**src/rtl/vx_commit_pkg.sv**
```systemverilog
// Shared types for the commit->scheduler in-flight tracker.
package vx_commit_pkg;

  // Lane structs carry a fixed-width warp id so they stay independent of NUM_WARPS.
  localparam int unsigned WID_MAX = 8;

  typedef enum logic [1:0] {
    RUN    = 2'd0,
    DRAIN  = 2'd1,
    DONE   = 2'd2,
    HALTED = 2'd3
  } warp_state_e;

  typedef struct packed {
    logic               valid;
    logic [WID_MAX-1:0] wid;
    logic               halt;
  } commit_lane_t;

endpackage

```
**src/rtl/vx_warp_pending_ctr.sv**
```systemverilog
// Per-warp in-flight counter with the halt-drain state machine.
//  state  | meaning
//  RUN    | dispatch allowed, waiting for a halt commit
//  DRAIN  | halt committed, waiting for in-flight count to reach zero
//  DONE   | drained, halt request offered to the scheduler
//  HALTED | scheduler accepted the halt, waiting for restart
module vx_warp_pending_ctr
  import vx_commit_pkg::*;
#(
  parameter int PENDING_WIDTH = 4,
  parameter int CNT_W         = 1
) (
  input  logic                     clk,
  input  logic                     rst_n,
  input  logic [CNT_W-1:0]         inc_i,
  input  logic [CNT_W-1:0]         dec_i,
  input  logic                     halt_hit_i,
  input  logic                     grant_i,
  input  logic                     restart_i,
  output logic [PENDING_WIDTH-1:0] cnt_o,
  output warp_state_e              state_o,
  output logic                     underflow_o
);

  localparam int SW = PENDING_WIDTH + CNT_W;

  logic [PENDING_WIDTH-1:0] cnt_q, cnt_d;
  warp_state_e              state_q, state_d;
  logic [SW-1:0]            sum;

  always_comb begin
    sum         = SW'(cnt_q) + SW'(inc_i);
    cnt_d       = '0;
    underflow_o = 1'b0;
    if (SW'(dec_i) > sum) begin
      underflow_o = 1'b1;
    end else begin
      cnt_d = PENDING_WIDTH'(sum - SW'(dec_i));
    end
  end

  always_comb begin
    state_d = state_q;
    case (state_q)
      RUN:     if (halt_hit_i) state_d = DRAIN;
      DRAIN:   if (cnt_q == '0) state_d = DONE;
      DONE:    if (grant_i) state_d = HALTED;
      HALTED:  if (restart_i) state_d = RUN;
      default: state_d = RUN;
    endcase
  end

  always_ff @(posedge clk or negedge rst_n) begin
    if (!rst_n) begin
      cnt_q   <= '0;
      state_q <= RUN;
    end else begin
      cnt_q   <= cnt_d;
      state_q <= state_d;
    end
  end

  assign cnt_o   = cnt_q;
  assign state_o = state_q;

endmodule

```
**src/rtl/vx_commit_sched_tracker.sv**
```systemverilog
// Tracks in-flight instructions per warp, gates dispatch on saturation and
// presents drained halts to the scheduler over a valid/ready channel.
module vx_commit_sched_tracker
  import vx_commit_pkg::*;
#(
  parameter int NUM_WARPS     = 4,
  parameter int ISSUE_WIDTH   = 1,
  parameter int PENDING_WIDTH = 4,
  localparam int NW_WIDTH     = (NUM_WARPS > 1) ? $clog2(NUM_WARPS) : 1
) (
  input  logic                            clk,
  input  logic                            reset_n,
  input  logic [ISSUE_WIDTH-1:0]          dispatch_valid,
  input  logic [ISSUE_WIDTH*NW_WIDTH-1:0] dispatch_wid,
  output logic [ISSUE_WIDTH-1:0]          dispatch_ready,
  input  logic [ISSUE_WIDTH-1:0]          commit_valid,
  input  logic [ISSUE_WIDTH*NW_WIDTH-1:0] commit_wid,
  input  logic [ISSUE_WIDTH-1:0]          commit_halt,
  input  logic [NUM_WARPS-1:0]            warp_restart,
  output logic                            halt_req_valid,
  output logic [NW_WIDTH-1:0]             halt_req_wid,
  input  logic                            halt_req_ready,
  output logic [NUM_WARPS-1:0]            warp_pending,
  output logic [NUM_WARPS-1:0]            warp_halted,
  output logic                            err_underflow
);

  localparam int CNT_W = $clog2(ISSUE_WIDTH + 1);
  localparam int CMP_W = PENDING_WIDTH + CNT_W + 1;
  localparam logic [CMP_W-1:0] PEND_MAX = CMP_W'((1 << PENDING_WIDTH) - 1);

  commit_lane_t             cl [ISSUE_WIDTH];
  commit_lane_t             dl [ISSUE_WIDTH];
  logic [PENDING_WIDTH-1:0] cnt [NUM_WARPS];
  warp_state_e              state [NUM_WARPS];
  logic [CNT_W-1:0]         inc [NUM_WARPS];
  logic [CNT_W-1:0]         dec [NUM_WARPS];
  logic [NUM_WARPS-1:0]     halt_hit, grant, uf, done;
  logic [ISSUE_WIDTH-1:0]   ready_raw;
  logic [NW_WIDTH-1:0]      prio_wid, wid_q;
  logic                     hold_q, err_q;

  always_comb begin
    for (int i = 0; i < ISSUE_WIDTH; i++) begin
      cl[i].valid = commit_valid[i];
      cl[i].wid   = WID_MAX'(commit_wid[i*NW_WIDTH +: NW_WIDTH]);
      cl[i].halt  = commit_halt[i];
      dl[i].valid = dispatch_valid[i];
      dl[i].wid   = WID_MAX'(dispatch_wid[i*NW_WIDTH +: NW_WIDTH]);
      dl[i].halt  = 1'b0;
    end
  end

  always_comb begin
    for (int w = 0; w < NUM_WARPS; w++) begin
      dec[w]      = '0;
      halt_hit[w] = 1'b0;
      for (int i = 0; i < ISSUE_WIDTH; i++) begin
        if (cl[i].valid && cl[i].wid == WID_MAX'(w)) begin
          dec[w] = dec[w] + CNT_W'(1);
          if (cl[i].halt) halt_hit[w] = 1'b1;
        end
      end
    end
  end

  // Lanes are granted in index order; each accepted lane consumes one slot of headroom.
  always_comb begin
    ready_raw = '0;
    for (int w = 0; w < NUM_WARPS; w++) inc[w] = '0;
    for (int i = 0; i < ISSUE_WIDTH; i++) begin
      for (int w = 0; w < NUM_WARPS; w++) begin
        if (dl[i].wid == WID_MAX'(w)) begin
          if (state[w] == RUN &&
              (CMP_W'(cnt[w]) + CMP_W'(inc[w]) + CMP_W'(1)) <= PEND_MAX) begin
            ready_raw[i] = 1'b1;
          end
          if (dl[i].valid && ready_raw[i]) inc[w] = inc[w] + CNT_W'(1);
        end
      end
    end
  end

  assign dispatch_ready = reset_n ? ready_raw : '0;

  for (genvar g = 0; g < NUM_WARPS; g++) begin : g_warp
    vx_warp_pending_ctr #(
      .PENDING_WIDTH(PENDING_WIDTH),
      .CNT_W        (CNT_W)
    ) u_ctr (
      .clk        (clk),
      .rst_n      (reset_n),
      .inc_i      (inc[g]),
      .dec_i      (dec[g]),
      .halt_hit_i (halt_hit[g]),
      .grant_i    (grant[g]),
      .restart_i  (warp_restart[g]),
      .cnt_o      (cnt[g]),
      .state_o    (state[g]),
      .underflow_o(uf[g])
    );
    assign done[g]         = (state[g] == DONE);
    assign warp_pending[g] = |cnt[g];
    assign warp_halted[g]  = (state[g] == HALTED);
    assign grant[g]        = halt_req_valid & halt_req_ready & (halt_req_wid == NW_WIDTH'(g));
  end

  always_comb begin
    prio_wid = '0;
    for (int w = NUM_WARPS - 1; w >= 0; w--) begin
      if (done[w]) prio_wid = NW_WIDTH'(w);
    end
  end

  // A stalled request keeps its warp even if a lower-index warp drains meanwhile.
  assign halt_req_valid = |done;
  assign halt_req_wid   = hold_q ? wid_q : prio_wid;

  always_ff @(posedge clk or negedge reset_n) begin
    if (!reset_n) begin
      hold_q <= 1'b0;
      wid_q  <= '0;
      err_q  <= 1'b0;
    end else begin
      hold_q <= halt_req_valid & ~halt_req_ready;
      wid_q  <= halt_req_wid;
      err_q  <= err_q | (|uf);
    end
  end

  assign err_underflow = err_q;

endmodule

```
**config.mk**
```make
export PLATFORM = sky130hd
export DESIGN_NAME = vx_commit_sched_tracker
export DESIGN_NICKNAME = d
export VERILOG_FILES = /design/src/rtl/vx_commit_pkg.sv /design/src/rtl/vx_warp_pending_ctr.sv /design/src/rtl/vx_commit_sched_tracker.sv
export SDC_FILE = /design/constraint.sdc
export NUM_CORES = 1
export LEC_CHECK = 0
export CORE_MARGIN = 2
export CORE_UTILIZATION = 52
export DETAILED_ROUTE_END_ITERATION = 6
export PLACE_DENSITY = 0.87
export SLEW_MARGIN = 5
export SYNTH_ARGS = -nofsm -noshare
export SYNTH_HDL_FRONTEND = slang
export SYNTH_SLANG_ARGS = --single-unit
```
**constraint.sdc**
```tcl
create_clock -name clk -period 2.6 [get_ports clk]
set_clock_uncertainty 0.05 [all_clocks]
set_input_delay 0.26 -clock clk [delete_from_list [all_inputs] [get_ports clk]]
set_output_delay 0.26 -clock clk [all_outputs]
set_load 0.01 [all_outputs]
```
==> Word level (Yosys, flattened, before mapping) <==
Cells that the tools add are included.
{ "classes": {"order_cmp": 8, "bitwise_logic": 8, "addsub": 12, "mux": 63, "n_eq_ne": 37, "n_reduce_logical": 33} }
{ "ops": {"columns": ["operator", "count"], "rows": [
  ["2-to-1 mux 2 bit", 21],
  ["2-to-1 mux 1 bit", 34],
  ["one-hot mux 2 bit (4 select lines)", 4],
  ["== test 2 bit (second input constant)", 14],
  ["!= test 2 x 1 -> 1 bit (second input constant)", 12],
  ["OR reduction 4 bit", 6],
  ["adder 4 x 1 -> 5 bit", 4],
  ["adder 4 x 1 -> 5 bit (second input constant)", 4],
  ["greater-than comparator 1 x 5 -> 1 bit", 4],
  ["less-or-equal comparator 5 x 4 -> 1 bit (second input constant)", 4],
  ["logical NOT 4 bit", 4],
  ["logical NOT 8 bit", 2],
  ["2-to-1 mux 4 bit", 4],
  ["AND reduction 4 bit", 4],
  ["subtractor 4 x 1 -> 4 bit", 4],
  ["== test 2 x 1 -> 1 bit (second input constant)", 7],
  ["logical AND 1 bit", 12],
  ["logical NOT 2 bit", 5],
  ["!= test 2 bit (second input constant)", 4],
  ["AND 1 bit", 6],
  ["inverter 1 bit", 1],
  ["OR 1 bit", 1]
]} }
{ "totals": {"register_bits": 28, "input_bits": 14, "output_inout_bits": 13, "wordCells": 172} }

==> Depth between registers and ports, before layout <==
Gate-level depths: netlist of run 1.
{ "depth": {"word_depth": 22, "mapped_depth": 13, "depth_no_buf": 13} }

==> Hierarchy <==
A second synthesis of run 1 with hierarchy kept.
{ "unflattened": {"hier_cells": 275, "area_unflattened_um2": 2531.2} }
{ "modules_own_cells": {"columns": ["mod", "seq_area_each_um2", "n_inst", "cells_per_inst", "area_each_um2"], "rows": [
  ["vx_warp_pending_ctr", 150.1, 4, 44, 450.4],
  ["vx_commit_sched_tracker", 100.1, 1, 99, 729.4]
]} }

==> Worst setup path after synthesis of run 1 <==
OpenSTA, ideal clock, no wires.
{ "synth_timing": {"path_type": "register to register", "start": "register g_warp[1].u_ctr.cnt_q[0]", "end": "register err_q, in the netlist err_underflow", "period_less_slack_ps": 2761, "path_buffers": 0, "path_stages_with_launch": 13, "setup_slack_ps": -161, "arrival_time_ps": 2572, "t_required_ps": 2411, "setup_ps": 139, "cell_sequence": "dfrtp_1 > inv_1 > ha_1 > nor3b_1 > maj3_1 > a21oi_1 > and3_1 > ha_1 > ha_1 > nor2_1 > o21ai_0 > o22ai_1 > or4_1"} }
{ "synth_via": {"elab_chain_cells": 19, "elab_cells_between_ends": 31, "cone_classes": "add/sub: 4; order compare: 4; mux: 17; bitwise: 1; reduce/logical: 5"} }
{ "synth_rtl": {"columns": ["element", "line", "text"], "rows": [
  ["start, declared", "vx_warp_pending_ctr.sv:27", "logic [PENDING_WIDTH-1:0] cnt_q, cnt_d;"],
  ["start signal, assigned", "vx_warp_pending_ctr.sv:58", "cnt_q <= cnt_d;"],
  ["adder 4 x 1 -> 5 bit", "vx_commit_sched_tracker.sv:75", "(CMP_W'(cnt[w]) + CMP_W'(inc[w]) + CMP_W'(1)) <= PEND_MAX) begin"],
  ["less-or-equal comparator 5 x 4 -> 1 bit", "vx_commit_sched_tracker.sv:75", null],
  ["logical AND 1 bit", "vx_commit_sched_tracker.sv:74", "if (state[w] == RUN &&"],
  ["2-to-1 mux 1 bit", "vx_commit_sched_tracker.sv:74", null],
  ["2-to-1 mux 1 bit (2 in a row)", "vx_commit_sched_tracker.sv:73", "if (dl[i].wid == WID_MAX'(w)) begin"],
  ["2-to-1 mux 1 bit", "vx_commit_sched_tracker.sv:74", null],
  ["2-to-1 mux 1 bit (2 in a row)", "vx_commit_sched_tracker.sv:73", null],
  ["2-to-1 mux 1 bit", "vx_commit_sched_tracker.sv:74", null],
  ["2-to-1 mux 1 bit", "vx_commit_sched_tracker.sv:73", null],
  ["logical AND 1 bit", "vx_commit_sched_tracker.sv:78", "if (dl[i].valid && ready_raw[i]) inc[w] = inc[w] + CNT_W'(1);"],
  ["2-to-1 mux 1 bit", "vx_commit_sched_tracker.sv:78", null],
  ["2-to-1 mux 1 bit", "vx_commit_sched_tracker.sv:73", null],
  ["adder 4 x 1 -> 5 bit", "vx_warp_pending_ctr.sv:32", "sum = SW'(cnt_q) + SW'(inc_i);"],
  ["greater-than comparator 1 x 5 -> 1 bit", "vx_warp_pending_ctr.sv:35", "if (SW'(dec_i) > sum) begin"],
  ["2-to-1 mux 1 bit", "vx_warp_pending_ctr.sv:35", null],
  ["OR reduction 4 bit *", "vx_commit_sched_tracker.sv:127", "err_q <= err_q | (|uf);"],
  ["OR 1 bit *", "vx_commit_sched_tracker.sv:127", null],
  ["end signal, assigned", "vx_commit_sched_tracker.sv:127", null],
  ["end, declared", "vx_commit_sched_tracker.sv:41", "logic hold_q, err_q;"]
]} }
Every way passes the cells marked *; elsewhere a longest branch is shown, timed or not. The select of a mux whose other input is x is not followed.
A chain may end at the register's enable or synchronous reset.

==> Worst setup path in the final report of run 1 <==
{ "layout_timing": {"start": "register g_warp[1].u_ctr.cnt_q[1]", "end": "register err_q, in the netlist err_underflow"} }
The elaborated chain is that of the path after synthesis.

==> results of run 1 <==
sequential cells by signal (all words and copies together) (netlist names):
name	cells
err_underflow	1
g_warp.u_ctr.state_o	8
hold_q	1
wid_q	2
g_warp.u_ctr.cnt_o	16
kinds of logic after synthesis:
| logic type | count (synthesis) |
|---|---|
| AOI/OAI and AO/OA | 40 |
| xor gates and xnor gates | 14 |
| adders and majority gates | 49 |
| buffers and inverters | 33 |
| DFF | 28 |
| muxes | 4 |
| and+or+nand+nor | 94 |
where the power goes:
group          switching (W)  leakage, nW  internal [W]
clock network       0.000153       0.0288      0.000136
registers           0.000245        0.343      0.000639
logic                0.00150         1.25       0.00155
placed cells by master (no fill, tap or decap), drive strengths merged, types with 7 or more instances in the layout:
master	instances
buf	50
clkdlybuf4s50	25
dfrtp	28
ha	48
inv	33
nand2	12
nand3	12
nor2	28
nor2b	7
o21ai	9
xor2	8
metal layers:
metal,share of wire,GRT usage,vias up
met3,0.061,0.0290,33
met2,0.48,0.433,100
li1,-,-,1094
met5,0,0,-
met1,0.40,0.316,1170
met4,0.050,0.0782,0
area by class of cell:
class	count	area, µm²	area share
multi-input combinational	201	1940	0.550
sequential	28	702	0.199
timing repair buffer	76	638	0.181
inverter	33	124	0.0351
tap	54	67.6	0.0192
clock buffer	4	55.1	0.0156
how the worst max path moves through the flow:
stage / slack [ns] / from / cells after the start / end
after global routing: -0.30 / g_warp[1].u_ctr.cnt_o[1]$_DFF_PN0_ / 12 / err_underflow$_DFF_PN0_
final: -0.26 / g_warp[1].u_ctr.cnt_o[1]$_DFF_PN0_ / 12 / err_underflow$_DFF_PN0_
after floorplan: -0.11 / g_warp[1].u_ctr.cnt_o[0]$_DFF_PN0_ / 13 / err_underflow$_DFF_PN0_
after global placement: -0.09 / g_warp[1].u_ctr.cnt_o[0]$_DFF_PN0_ / 13 / err_underflow$_DFF_PN0_
after detailed placement: -0.22 / g_warp[1].u_ctr.cnt_o[0]$_DFF_PN0_ / 13 / err_underflow$_DFF_PN0_
after CTS: -0.12 / g_warp[1].u_ctr.cnt_o[0]$_DFF_PN0_ / 14 / g_warp[1].u_ctr.cnt_o[0]$_DFF_PN0_
through the flow:
stage	setup TNS, ns	total power, W	hold slack, ns	worst slack, ns	area (µm²)
2_1_floorplan	-0.110	0.00224	-0.0856	-0.110	2470
3_3_place_gp	-0.230	0.00298	0.434	-0.0940	3020
3_5_place_dp	-0.905	0.00309	0.435	-0.224	3020
4_1_cts	-0.471	0.00354	0.427	-0.119	3200
5_1_grt	-1.63	0.00448	0.454	-0.297	3520
6_report	-0.913	0.00422	0.431	-0.265	3520
what timing repair did:
action                     4_1_cts  5_1_grt
hold buffers                     0        0
buffers inserted                 3       17
gates resized for setup         23       46
pin swaps                       11       23
setup endpoints to repair       12       21
==> summary.md, run 1 <==
| Metric | Value |
|---|---|
| Kind of end point of the critical path | `flip-flop` |
| Ys async rst share | `1.00` |
| Total clock buffers created by CTS | `3` |
| Cell accounting for the most synthesized area | `dfrtp_1` |
| Measured slew at the worst slew-check pin | `approximately 0.45 ns` |
| Highest clock frequency the design can meet | `0.349 GHz` |
| Maximum capacitance violations | `0` |
| Sum of net half-perimeters after detailed placement | `4330 µm` |
| Setup repair after global routing missed its margin | `true` |
| Average wire per cell in the routed design | `roughly 19 µm` |
| Synth top area share | `0.285` |
| Launching element type of the critical path | `flip-flop` |
| Least setup slack across all paths after layout | `-0.265 ns` |
| Number of flops mapped to enable cells by yosys | `0` |
| Total global-route track usage | `0.247` |
| Nets in the synthesized netlist | `324` |
| Slowest cell on crit path | `dfrtp_1` |
| Top post-synthesis cells by area | `dfrtp_1 28%, ha_1 24%, inv_1 5.0%` |
| Number of buffer and inverter stages on the critical path | `1` |
| Number of port buffers | `26` |
| Mean number of vias per cell | `6.05` |
| Total of fill cells in the finished design | `279` |
| Diode insertion count for antenna repair | `0` |
| Final antenna-violating net count | `0` |
| Worst R2R Setup Slack | `-0.26 ns` |
| Number of H-tree levels | `1` |
| Count of final max-slew check failures | `0` |
| Floorplan die height | `about 73 µm` |
| Share of the synthesized area in compound gates (AO/OA/AOI/OAI) | `0.138` |
| Number of nets in the finished design | `405` |
| Worst-case clock buffer depth | `2` |
| Wire length of the first global-routing pass | `10200 µm` |
| Starting density of the core | `0.531` |
| Dominant combinational cell family by area after synthesis | `adder cells` |
| Dominant register cell in the synthesized netlist | `dfrtp_1` |
| Simple-gate share of the synthesized area | `0.211` |
| Count of boundary I/O pins | `27` |
| Floorplan core area | `roughly 4600 µm²` |
| Status | `finished, violations left` |
| Type of the setup path with the least slack | `flip-flop to flip-flop` |
| CTS tree | `yes` |
| Fin crit period | `around 2.9 ns` |
| Number of endpoints failing setup at the final stage | `6` |
| Netlist area before placement | `about 2500 µm²` |
| Synthesized instance count | `between 200 and 300` |
| Adder and majority cell fraction of the synthesized area | `0.248` |
| Fraction of layout cells with a size suffix above 1 | `0.348` |
| Total clock sinks | `28` |
| Maximum number of pins on one net before global-route repair | `29` |
| Share of the core filled with cells | `0.761` |
| Share of synthesized area spent on multiplexers | `0.0173` |
| Residual DRC count | `0` |
| Leading cell type by number of instances after synthesis | `ha_1` |
| Terminus of the critical flop-to-flop path | `err_underflow$_DFF_PN0_` |
| Die area | `5290 µm²` |
| Yosys warning total | `0` |
| Cell count after placement | `about 370` |
| Mean instance size in the synthesized netlist | `9.38 µm²` |
| VDD IR-drop max | `0.631 mV` |
| Overall via count from detail_route | `2397` |
| Proportion of synthesized chip area in sequential cells | `0.285` |
| Ordered list of cells on the worst path | `inv_2 > ha_4 > nor3b_4 > maj3_2 > a21oi_4 > and3_4 > ha_4 > ha_4 > nor2_1 > o21ai_2 > o22ai_2 > or4_1` |
| Clock network latency to the later pin of the worst-skew pair | `0.28 ns` |
| Aggregate routed wire length | `7680 µm` |
| Final GP Congestion | `between 0.8 and 0.9` |
| Ratio of final minimum period to clock period | `1.10` |
| Maximum cell stage delay along the critical path | `0.43 ns` |
| Initial antenna violation count | `0` |
| DR pass1 iterations | `4` |
| Leading post-synthesis cells by instance count | `48 x ha_1, 33 x inv_1, 28 x dfrtp_1, 28 x nor2_1` |
| Synth Area in XOR/XNOR | `0.0499` |
| Logic depth of the worst register-to-register path | `12` |
| Highest fanout seen on the critical path | `3` |
| Overall overflow remaining after global route | `0` |
| Iteration-0 DRC count of the detailed router | `roughly 210` |
| Total of flip-flops plus latches after synthesis | `28` |
| FF-to-FF Start | `g_warp[1].u_ctr.cnt_o[1]$_DFF_PN0_` |
| Leakage power | `1.62 nW` |
| Power density normalized to cell area | `1200 nW/µm²` |
| Hold Fails Final Rpt | `0` |
| Clock transition time at the flip-flop clock pins of the worst setup and hold paths | `0.11 ns` |
| Critical Path AT | `2.98 ns` |
| Total number of placement rows | `25` |
| Req. time, crit path | `2.71 ns` |
| Width of the die | `around 73 µm` |
| Slew HR | `0.695` |
| Root Buffer | `clkbuf_8` |
| Post-Layout Cell Count | `396` |
| Min-delay worst type | `input pin to async pin` |
| Failing checks | `negative setup slack` |
| Distinct cells, synth | `44` |
| Via count of the first global-routing pass | `2186` |
| Delay-heaviest family, CP | `simple AND/OR/NAND/NOR gates` |
| Cell seen most often among critical-path stages | `ha_4` |
| Area growth from synthesis to layout | `43.4%` |
Power figures use the tool's default switching activity.
==> run 2: changes to the inputs <==
Settings changed: HOLD_SLACK_MARGIN set to 0.03, SETUP_SLACK_MARGIN set to 0.05.
==> run 2 against run 1 <==
Effect of this change:
- the run still ends with negative setup slack left
- clock-buffer cell count down 1
- combinational power up 7.2%
- cell count up 1.0%
- sequential share of layout area down 0.97 points
- fmax up 3.0%
- worst setup slack better by 0.085 ns
- register-to-register slack better by 0.08 ns
- sequential power about the same
- wire length up 4.9%
==> summary.md, run 2 (synthesis results as in run 1) <==
| Metric | Value |
|---|---|
| Status | `finished, violations left` |
| Failing checks | `negative setup slack` |
| Initial antenna violation count | `0 (unchanged)` |
| Post-route cell area | `3720 µm² (+5.5%)` |
| Area growth from synthesis to layout | `51.2%` |
| Clock transition time at the flip-flop clock pins of the worst setup and hold paths | `0.11 ns (about the same)` |
| Least setup slack across all paths after layout | `-0.180 ns (+0.0846 ns)` |
| Final antenna-violating net count | `0 (unchanged)` |
| Power density normalized to cell area | `1210 nW/µm² (+1.4%)` |
| Fraction of layout cells with a size suffix above 1 | `0.393 (+0.0451)` |
| Floorplan core area | `4630 µm² (unchanged)` |
| Ratio of final minimum period to clock period | `1.07 (-0.0325)` |
| Worst setup timing slack at the placement stage | `-0.197 ns (+0.0274 ns)` |
| Diode insertion count for antenna repair | `0 (unchanged)` |
| Launching element type of the critical path | `flip-flop` |
| Number of nets in the finished design | `409 (+0.99%)` |
| Total number of placement rows | `25 (unchanged)` |
| Final GP Congestion | `0.891 (+2.4%)` |
| Aggregate routed wire length | `8060 µm (+4.9%)` |
| Kind of end point of the critical path | `flip-flop` |
| Overall overflow remaining after global route | `0 (unchanged)` |
| Count of final max-slew check failures | `0 (unchanged)` |
| Fin crit period | `2.78 ns (-0.0846 ns)` |
| Starting density of the core | `0.531 (unchanged)` |
| Sum of net half-perimeters after detailed placement | `4420 µm (+2.2%)` |
| Maximum number of pins on one net before global-route repair | `29 (unchanged)` |
| Via count of the first global-routing pass | `2322 (+6.2%)` |
| Logic depth of the worst register-to-register path | `13 (+1)` |
| Post-detailed-placement cell area | `3030 µm² (+0.25%)` |
| Slowest cell on crit path | `dfrtp_1` |
| Wire length of the first global-routing pass | `10600 µm (+4.0%)` |
| Number of H-tree levels | `1 (unchanged)` |
| Most common cell after layout, fill and taps aside | `buf_4` |
| Worst R2R Setup Slack | `-0.18 ns (+0.08 ns)` |
| Width of the die | `72.8 µm (unchanged)` |
| Flip-flop count of the largest register, all copies and words added | `16 (unchanged)` |
| Root Buffer | `clkbuf_8` |
| Average wire per cell in the routed design | `20.1 µm (+3.8%)` |
| Leakage power | `1.68 nW (+3.5%)` |
| Number of endpoints failing setup at the final stage | `5 (-1)` |
| Cell seen most often among critical-path stages | `ha_4` |
| Hold Fails Final Rpt | `0 (unchanged)` |
| Total clock buffers created by CTS | `3 (unchanged)` |
| Sum of negative setup slack | `-0.641 ns (+0.272 ns)` |
| Die area | `5290 µm² (unchanged)` |
| Crit path capture | `err_underflow$_DFF_PN0_` |
| DR pass1 iterations | `4 (unchanged)` |
| Mean number of vias per cell | `6.06 (about the same)` |
| Slew HR | `0.584 (-0.111)` |
| CTS tree | `yes` |
| Floorplan die height | `72.8 µm (unchanged)` |
| Measured slew at the worst slew-check pin | `0.623 ns (+0.177 ns)` |
| FF-to-FF Start | `g_warp[1].u_ctr.cnt_o[0]$_DFF_PN0_` |
| Worst-case clock buffer depth | `2 (unchanged)` |
| Setup repair after global routing missed its margin | `true` |
| Count of cell instances traversed by the critical path | `13 (+1)` |
| Maximum cell stage delay along the critical path | `0.41 ns (-0.02 ns)` |
| Share of the core filled with cells | `0.803 (+0.0419)` |
| Total global-route track usage | `0.260 (+0.0135)` |
| Setup crit start | `g_warp[1].u_ctr.cnt_o[0]$_DFF_PN0_` |
| Number of hold buffers added after cts | `0 (unchanged)` |
| Critical Path AT | `2.89 ns (-0.09 ns)` |
| Clock network latency to the later pin of the worst-skew pair | `0.29 ns (about the same)` |
| Count of boundary I/O pins | `27 (unchanged)` |
| VDD IR-drop max | `0.758 mV (+20%)` |
| Overall via count from detail_route | `2422 (+1.0%)` |
| Commonest cells after routing, fill and taps aside | `51 x buf_4, 27 x ha_1, 25 x dfrtp_1, 22 x clkdlybuf4s50_1, 21 x nor2_1` |
| Number of port buffers | `26 (unchanged)` |
| Delay-heaviest family, CP | `adder cells` |
| Ordered list of cells on the worst path | `inv_2 > ha_4 > nor3b_2 > maj3_2 > a21oi_2 > and3_4 > ha_4 > inv_4 > ha_4 > nor3_2 > o21ai_2 > o22ai_2 > or4_1` |
| Highest fanout seen on the critical path | `3 (unchanged)` |
| Iteration-0 DRC count of the detailed router | `190 (-11%)` |
| Terminus of the critical flop-to-flop path | `err_underflow$_DFF_PN0_` |
| Residual DRC count | `0 (unchanged)` |
| Maximum capacitance violations | `0 (unchanged)` |
| Min-delay worst type | `input pin to async pin` |
| Highest clock frequency the design can meet | `0.360 GHz (+3.0%)` |
| Req. time, crit path | `2.71 ns (about the same)` |
| Total clock sinks | `28 (unchanged)` |
| Type of the setup path with the least slack | `flip-flop to flip-flop` |
| Number of buffer and inverter stages on the critical path | `2 (+1)` |
## run 2: cell count changes in the layout (fill, tap and decap cells not counted), sizes merged
cell           change
clkdlybuf4s50      -3
dlymetal6s2s       +3
clkbuf             -2
buf                +5
bufinv             +1
## run 2: worst min-delay path by stage
stage                                       start                                endpoint  slack (ns)
final                                     reset_n  g_warp[3].u_ctr.state_o[0]$_DFFE_PN0P_        0.37
after global routing                      reset_n  g_warp[3].u_ctr.state_o[0]$_DFFE_PN0P_        0.40
after CTS                                 reset_n  g_warp[3].u_ctr.state_o[0]$_DFFE_PN0P_        0.39
after detailed placement  err_underflow$_DFF_PN0_                 err_underflow$_DFF_PN0_        0.45
after global placement    err_underflow$_DFF_PN0_                 err_underflow$_DFF_PN0_        0.45
after floorplan                           reset_n                 err_underflow$_DFF_PN0_       -0.09
## run 2: cell type report
class,instances,area (µm²)
flip-flops and latches,28,704
inverters,33,131
well taps,54,67.6
clock inverters,1,30.0
fillers,252,911
clock buffers,3,41.3
repair buffers,80,679
multi-input cells,201,2060
## run 2: where the power goes
| part | total (W) | switching, W | internal (W) |
|---|---|---|---|
| Combinational | 0.00327 | 0.00162 | 0.00165 |
| Sequential | 0.000884 | 0.000241 | 0.000643 |
| Clock | 0.000359 | 0.000152 | 0.000207 |
## run 2: what timing repair did
| item | 4_1_cts | 5_1_grt |
|---|---|---|
| setup endpoints to repair | 18 | 20 |
| pin swaps | 18 | 22 |
| buffers inserted | 8 | 16 |
| resized for setup | 37 | 65 |
## run 2: through the flow
| stage | hold WS, ns | std cells | power (W) |
|---|---|---|---|
| CTS | 0.386 | 384 | 0.00375 |
| global route | 0.405 | 400 | 0.00479 |
| finish | 0.373 | 400 | 0.00451 |
| global placement | 0.446 | 373 | 0.00300 |
| detailed placement | 0.455 | 373 | 0.00311 |
| floorplan | -0.0856 | 262 | 0.00225 |
## run 2: per-layer routing
layer,track usage,part of all wire,vias to the layer above
met5,0,0,-
met4,0.117,0.047,0
met3,0.0539,0.051,43
met2,0.470,0.53,99
met1,0.293,0.38,1177
li1,-,-,1103
